<file path="src/rtl/packer_pkg.sv">
`default_nettype none
// ============================================================================
// Module   : packer_pkg
// Purpose  : Shared widths, byte type and count-width helper for the
//            byte-to-word packer.
// Revision : 1.0 - initial release
// ============================================================================
package packer_pkg;

    localparam int BYTE_W             = 8;
    localparam int BYTES_PER_WORD_DEF = 4;

    typedef logic [BYTE_W-1:0] byte_t;

    // Width able to hold the values 0..n.
    function automatic int cnt_w(input int n);
        return $clog2(n + 1);
    endfunction

endpackage
`default_nettype wire

</file>
<file path="src/rtl/packer_out_reg.sv">
`default_nettype none
// ============================================================================
// Module   : packer_out_reg
// Purpose  : Single-entry valid/ready output register for packed words.
//            Optional parity storage under BYTE_WORD_PACKER_PARITY_EN.
// Revision : 1.0 - initial release
// ============================================================================
module packer_out_reg #(
    parameter int WORD_W = 32,
    parameter int CNT_W  = 3
`ifdef BYTE_WORD_PACKER_PARITY_EN
    ,
    parameter int LANES  = 4
`endif
) (
    input  logic              clk,
    input  logic              rst,
    input  logic              load,
    input  logic [WORD_W-1:0] load_data,
    input  logic [CNT_W-1:0]  load_bytes,
`ifdef BYTE_WORD_PACKER_PARITY_EN
    input  logic [LANES-1:0]  load_parity,
    output logic [LANES-1:0]  out_parity,
`endif
    input  logic              out_ready,
    output logic              out_valid,
    output logic [WORD_W-1:0] out_data,
    output logic [CNT_W-1:0]  out_bytes
);

    // The parent only asserts load when the slot is empty or draining, so a
    // load always wins over a retire on the same edge.
    always_ff @(posedge clk) begin
        if (rst) begin
            out_valid  <= 1'b0;
            out_data   <= '0;
            out_bytes  <= '0;
`ifdef BYTE_WORD_PACKER_PARITY_EN
            out_parity <= '0;
`endif
        end else if (load) begin
            out_valid  <= 1'b1;
            out_data   <= load_data;
            out_bytes  <= load_bytes;
`ifdef BYTE_WORD_PACKER_PARITY_EN
            out_parity <= load_parity;
`endif
        end else if (out_ready) begin
            out_valid  <= 1'b0;
        end
    end

endmodule
`default_nettype wire

</file>
<file path="src/rtl/byte_word_packer.sv">
`default_nettype none
// ============================================================================
// Module   : byte_word_packer
// Purpose  : Packs a valid/ready byte stream little-endian into words, with
//            flush of partial words. Macro BYTE_WORD_PACKER_PARITY_EN adds
//            per-lane even parity output out_parity.
// Revision : 1.0 - initial release
// ============================================================================
module byte_word_packer
    import packer_pkg::*;
#(
    parameter int BYTES_PER_WORD = BYTES_PER_WORD_DEF,
    parameter int DATA_W         = BYTE_W
) (
    input  logic                                clk,
    input  logic                                rst,
    input  logic                                in_valid,
    input  logic [DATA_W-1:0]                   in_data,
    output logic                                in_ready,
    input  logic                                flush,
    output logic                                out_valid,
    output logic [DATA_W*BYTES_PER_WORD-1:0]    out_data,
    output logic [$clog2(BYTES_PER_WORD+1)-1:0] out_bytes,
`ifdef BYTE_WORD_PACKER_PARITY_EN
    output logic [BYTES_PER_WORD-1:0]           out_parity,
`endif
    input  logic                                out_ready
);

    localparam int                 c_CNT_W  = cnt_w(BYTES_PER_WORD);
    localparam int                 c_WORD_W = DATA_W * BYTES_PER_WORD;
    localparam logic [c_CNT_W-1:0] c_LAST   = c_CNT_W'(BYTES_PER_WORD - 1);
    localparam logic [c_CNT_W-1:0] c_FULL   = c_CNT_W'(BYTES_PER_WORD);

    logic [c_CNT_W-1:0]  r_count;
    logic [c_WORD_W-1:0] r_acc;
    logic                r_flush_pend;

    logic                w_slot_free;
    logic                w_blocked;
    logic                w_accept;
    logic                w_complete;
    logic                w_flush_go;
    logic                w_load;
    logic [c_WORD_W-1:0] w_merged;
    logic [c_CNT_W-1:0]  w_load_bytes;

    assign w_slot_free = !out_valid || out_ready;
    // A pending flush that cannot yet emit freezes the partial word.
    assign w_blocked   = r_flush_pend && (r_count != '0) && !w_slot_free;
    assign in_ready    = !w_blocked && ((r_count != c_LAST) || w_slot_free);
    assign w_accept    = in_valid && in_ready;
    assign w_complete  = w_accept && (r_count == c_LAST);
    assign w_flush_go  = r_flush_pend && (r_count != '0) && w_slot_free;
    assign w_load      = w_complete || w_flush_go;

    // Accumulator with this cycle's byte already placed in its lane, so a
    // flush executing alongside an accept includes that byte.
    always_comb begin
        w_merged = r_acc;
        for (int i = 0; i < BYTES_PER_WORD; i++) begin
            if (w_accept && (r_count == c_CNT_W'(i))) begin
                w_merged[i*DATA_W +: DATA_W] = in_data;
            end
        end
    end

    assign w_load_bytes = w_complete ? c_FULL
                                     : r_count + {{(c_CNT_W-1){1'b0}}, w_accept};

    always_ff @(posedge clk) begin
        if (rst) begin
            r_count      <= '0;
            r_acc        <= '0;
            r_flush_pend <= 1'b0;
        end else begin
            if (w_load) begin
                r_count <= '0;
                r_acc   <= '0;
            end else if (w_accept) begin
                r_count <= r_count + c_CNT_W'(1);
                r_acc   <= w_merged;
            end

            if (flush && !w_complete) begin
                r_flush_pend <= 1'b1;
            end else if (w_complete || w_flush_go || (r_count == '0)) begin
                r_flush_pend <= 1'b0;
            end
        end
    end

`ifdef BYTE_WORD_PACKER_PARITY_EN
    logic [BYTES_PER_WORD-1:0] w_parity;

    for (genvar g = 0; g < BYTES_PER_WORD; g++) begin : g_parity
        byte_t w_lane;
        assign w_lane      = w_merged[g*DATA_W +: DATA_W];
        assign w_parity[g] = ^w_lane;
    end
`endif

    packer_out_reg #(
        .WORD_W     (c_WORD_W),
        .CNT_W      (c_CNT_W)
`ifdef BYTE_WORD_PACKER_PARITY_EN
        ,
        .LANES      (BYTES_PER_WORD)
`endif
    ) u_out_reg (
        .clk        (clk),
        .rst        (rst),
        .load       (w_load),
        .load_data  (w_merged),
        .load_bytes (w_load_bytes),
`ifdef BYTE_WORD_PACKER_PARITY_EN
        .load_parity(w_parity),
        .out_parity (out_parity),
`endif
        .out_ready  (out_ready),
        .out_valid  (out_valid),
        .out_data   (out_data),
        .out_bytes  (out_bytes)
    );

endmodule
`default_nettype wire

</file>
<file path="config.mk">
export PLATFORM = sky130hd
export DESIGN_NAME = byte_word_packer
export DESIGN_NICKNAME = d
export VERILOG_FILES = /design/src/rtl/packer_pkg.sv /design/src/rtl/packer_out_reg.sv /design/src/rtl/byte_word_packer.sv
export SDC_FILE = /design/constraint.sdc
export NUM_CORES = 1
export LEC_CHECK = 0
export CAP_MARGIN = 20
export CORE_ASPECT_RATIO = 0.9
export CORE_UTILIZATION = 51
export DETAILED_ROUTE_END_ITERATION = 10
export PLACE_DENSITY = 0.79
export SETUP_SLACK_MARGIN = 0.1
export SLEW_MARGIN = 20
export SYNTH_ARGS = -nofsm -noshare
export SYNTH_HDL_FRONTEND = slang
export SYNTH_SLANG_ARGS = --single-unit
</file>
<file path="constraint.sdc">
create_clock -name clk -period 2.33 [get_ports clk]
set_input_delay 0.3495 -clock clk [delete_from_list [all_inputs] [get_ports clk]]
set_output_delay 0.3495 -clock clk [all_outputs]
set_load 0.02 [all_outputs]
</file>
Word level (Yosys, flattened, before mapping). Index checks and enable logic that the tools add are counted.

Flip-flop bits (word level): 72. Bits of input ports: 13. Output and inout bits: 37. Logic and storage cells: 44.

Add/sub/neg operators: 2. Eq/ne operators: 4. Mux-type cells: 9. Reduce and logical (&&, ||, !) cells: 23.

Operators with widths (number): 2-to-1 mux 8 bit (4); logical AND 1 bit (10); equality test 3 x 2 -> 1 bit (second input constant) (2); zero test 1 bit (4); logical OR 1 bit (4); 2-to-1 mux 1 bit (4); nonzero test 2 bit (2); adder 3 x 1 -> 3 bit (1); adder 3 x 1 -> 3 bit (second input constant) (1); equality test 3 x 1 -> 1 bit (second input constant) (1); zero test 3 bit (1); 2-to-1 mux 3 bit (1); != test 3 x 2 -> 1 bit (second input constant) (1); nonzero test 3 bit (1); OR reduction 2 bit (1).

Depth between registers and ports, before layout.
Word-level depth: 12. Depth in mapped cells: 11. Gate-level depth less buffers: 11.

By module. Synthesis repeated with hierarchy kept, for this count alone.

Cells, all modules: 302. Area total of the unflattened synthesis: 2986.6 um^2.

Modules (own cells, without submodules): byte_word_packer (instances 1, cells each 185, area each 1680.4 um^2, seq. area each 720.7 um^2); packer_out_reg (instances 1, cells each 117, area each 1306.3 um^2, seq. area each 720.7 um^2).

Least setup slack after synthesis. No wires, ideal clock.

Path kind: register to register. From: register r_count[0]. To: register u_out_reg.out_bytes[2]. Library setup time: 0.131 ns. Arrival time: 1.924 ns. Data required time: 2.199 ns. Path slack: 0.274 ns. Cell stages (with the launch flop): 12. Buffers on the path: 0. Clock period less this slack: 2.056 ns. Path through: dfxtp_1 inv_1 ha_1 nand2b_1 a21oi_1 o21ai_0 inv_1 ha_1 ha_1 xor2_1 mux2i_1 a21oi_1.

Cells in the longest elaborated chain, start to end: 8. Elaborated cells on any way between the ends: 14. Those cells by class: 1 x add/sub; 2 x eq/ne; 1 x mux; 10 x reduce/logical.

Ends and longest elaborated chain: from (decl) (RTL line byte_word_packer.sv:35) `logic [c_CNT_W-1:0] r_count;`; from (signal assigned) (RTL line byte_word_packer.sv:81) `r_count <= r_count + c_CNT_W'(1);`; nonzero test 3 bit (RTL line byte_word_packer.sv:50, byte_word_packer.sv:54); logical AND 1 bit (RTL line byte_word_packer.sv:50, byte_word_packer.sv:54); logical AND 1 bit (RTL line byte_word_packer.sv:50) `assign w_blocked = r_flush_pend && (r_count != '0) && !w_slot_free;`; zero test 1 bit (RTL line byte_word_packer.sv:51) `assign in_ready = !w_blocked && ((r_count != c_LAST) || w_slot_free);`; logical AND 1 bit (RTL line byte_word_packer.sv:51); logical AND 1 bit (RTL line byte_word_packer.sv:52) `assign w_accept = in_valid && in_ready;`; adder 3 x 1 -> 3 bit or logical AND 1 bit (tied branches) (RTL line byte_word_packer.sv:69, byte_word_packer.sv:53); 2-to-1 mux 3 bit or logical OR 1 bit (tied branches) (RTL line byte_word_packer.sv:68, byte_word_packer.sv:55); to (signal assigned) (RTL line packer_out_reg.sv:44) `out_bytes <= load_bytes;`; to (decl) (RTL line packer_out_reg.sv:28) `output logic [CNT_W-1:0] out_bytes`.

Several ways; a longest one is shown, not always the timed one. A chain may end at the register's enable or synchronous reset.

Final worst setup path. Same ends and word-level chain as after synthesis.

==> flow_summary.yaml <==
yosys:
  syn_nets: 255
  netlist_instances: 235
  syn_avg_cell_area_sq_um: 11.2
  synthDistinctLibCells: 29
  yosysWarnings: 0
  synth_area_sq_mm: 0.00263
  ys_ff_latch: 72
  ys_seq_area_frac: 0.548
global_routing:
  grt_usage: 0.219
  grt_remaining_overflow: 0
  use_met3: 0.0745
  grt_pass1_wl_mm: 8.98
  grt_max_degree: 31
  antenna_found_initial: 0
  grt.met2_usage: 0.343
  use_met1: 0.274
  top_usage_layer: "met2"
  grt_pass1_vias: 1860
floorplanning:
  io_pins: 50
  initial_core_util: 0.538
  die_x_um: 77.7
  die_h_um: 70.2
  core_area_sq_mm: 0.00489
  die_area_sq_mm: 0.00545
  rows: 24
setup_path:
  crit_fanout: 4
  rrSetupSlack_ps: 280
  worstSetupEndpointType: "flop"
  crit_type: "reg -> reg"
  start_kind: "flop"
  required_ps: 2550
  arrival_ps: 2260
flow_run:
  max_cap_viol_count: 0
routing:
  first_iter_violations: 53
  postRouteAntennaNets: 0
  routed_wl_mm: 5.41
  route.detailed.drc: 0
  wire_per_inst_um: 15.1
  drt_pass1_iterations: 4
  via_per_inst: 5.28
  vias: 1897
layout:
  fin_nets: 309
  antennaDiodeCount: 0
  fin_cells: 359
  drive_gt1_frac: 0.119
  fin_area_sq_mm: 0.00338
  syn_to_final_growth_pct: 28.4
clock_network:
  clock_path_buffers: 2
  cts_sinks: 72
  htreeDepth: 3
  cts-buffers-inserted: 9
  clkTransAtPathRegs_ps: 70
  clk-insertion-delay-late_ps: 350
  cts_tree: "done"
  ctsRootBufferMaster: "clkbuf_8"
status:
  status: "finished clean"
placement:
  io_buffers: 49
  dp_slack_ps: 28.2
  post_dp_cell_area_sq_mm: 0.00319
  dp.cells: 343
  hpwl_mm: 3.50
  gp_congestion: 0.835
timing:
  report.final.slew_viol_count: 0
  fmax_mhz: 488
  max_slew_margin: 0.729
  tightest_slew_ps: 405
  finalCritPeriodShare: 0.880
  setup_viol: 0
  tns_ps: 0
  grt_setup_unrepaired: "no"
  finalHoldWorstSlack_ps: 463
  min_period_ps: 2050
  worst_slack_ps: 281
  hold_viol: 0
  finalClockSkew_ps: 7.17
min_path:
  hp-class: "reg -> reg"
power_and_ir_drop:
  p_leak_nw: 1.22
  max-vdd-ir-drop_v: 0.000471
  powerDensity_mw_per_mm2: 746
==> area by class of cell <==
cell class                      instances  area (sq um)
Inverter                                5          18.8
Timing Repair Buffer                   57           558
Fill cell                             374          1520
Multi-Input combinational cell        144          1090
Clock inverter                          6          60.1
Tap cell                               65          81.3
Clock buffer                           10           128
Sequential cell                        72          1440
==> critical path, stage by stage, from the launching register on <==
cell,delay [ps]
dfxtp_1,390
inv_1,110
ha_2,220
nand2b_1,130
a21oi_1,100
o21ai_1,170
inv_1,100
ha_1,190
ha_1,180
xor2_1,140
mux2i_1,120
a21oi_1,80
==> worst paths after layout <==
| check | start | end | depth (start not counted) |
|---|---|---|---|
| max | r_count[0] | u_out_reg.out_bytes[2] | 11 |
| min reg2reg | u_out_reg.out_data[26] | u_out_reg.out_data[26] | 1 |
| min | u_out_reg.out_data[26] | u_out_reg.out_data[26] | 1 |
| max reg2reg | r_count[0] | u_out_reg.out_bytes[2] | 11 |
==> metrics by stage <==
step,total power (W),utilization
2_1_floorplan,0.00150,-
3_3_place_gp,0.00159,0.651
3_5_place_dp,0.00160,0.651
4_1_cts,0.00254,0.690
5_1_grt,0.00263,0.690
6_report,0.00252,0.690
==> metal layers <==
layer | vias to the layer above | wire length (um)
met5 | - | 0
met4 | 0 | 94
met3 | 11 | 281
met2 | 45 | 2520
met1 | 908 | 2510
li1 | 933 | -
==> where the power goes <==
group	switching [W]	total [W]	internal [W]	leakage, nW
sequential	0.0000205	0.00129	0.00127	0.583
combinational	0.000160	0.000283	0.000122	0.549
clock	0.000460	0.000949	0.000489	0.0920
total	0.000641	0.00252	0.00188	1.22
==> cells in the mapped netlist, drive strengths merged <==
cell type / n / area share
xnor2: 1 / 0.0033
nor2b: 2 / 0.0076
and2: 1 / 0.0024
xor2: 1 / 0.0033
ha: 7 / 0.033
clkbuf: 2 / 0.0029
nor3: 3 / 0.0057
or2: 1 / 0.0024
a211oi: 3 / 0.010
and3: 2 / 0.0048
nand2: 5 / 0.0090
a31oi: 1 / 0.0024
nor2: 37 / 0.053
inv: 5 / 0.0071
nand3: 1 / 0.0019
mux2i: 35 / 0.13
buf: 12 / 0.032
a21oi: 7 / 0.022
o21ai: 3 / 0.0057
and2b: 1 / 0.0038
o2bb2ai: 30 / 0.10
dfxtp: 72 / 0.55
nand2b: 3 / 0.0071
==> cells by family (layout without fill, tap and decap cells) <==
group                      after synthesis  count (layout)  synth area share
and+or+nand+nor                         56              56            0.0974
muxes                                   35              35             0.133
buffers and inverters                   19              78            0.0418
xor gates and xnor gates                 2               2           0.00666
AOI/OAI and AO/OA                       44              44             0.140
DFF                                     72              72             0.548
adders and majority gates                7               7            0.0333
==> registers in the layout (all words and copies together), names as in the netlist <==
name	count
u_out_reg.out_bytes	3
r_count	3
r_acc	32
u_out_reg.out_valid	1
u_out_reg.out_data	32
r_flush_pend	1
==> cell usage in the layout, fill, tap and decap left out, types with 2 or more instances in the layout <==
cell type	instances
a21oi_4	2
o2bb2ai_1	30
and3_1	2
inv_1	5
clkinvlp_4	2
nand2_2	2
dfxtp_1	72
nand2b_1	3
nor2_1	36
nand2_1	3
nor3_1	3
clkdlybuf4s50_1	48
buf_4	7
clkbuf_8	9
a211oi_1	2
ha_1	5
a21oi_1	5
mux2i_1	35
clkinv_2	3
ha_2	2
==> timing repair <==
action | CTS | global route
hold buffers | 0 | 0
resized for setup | 4 | 5
endpoints found under the setup margin | 1 | 3
setup buffers | 0 | 0
Power figures use the tool's default switching activity.
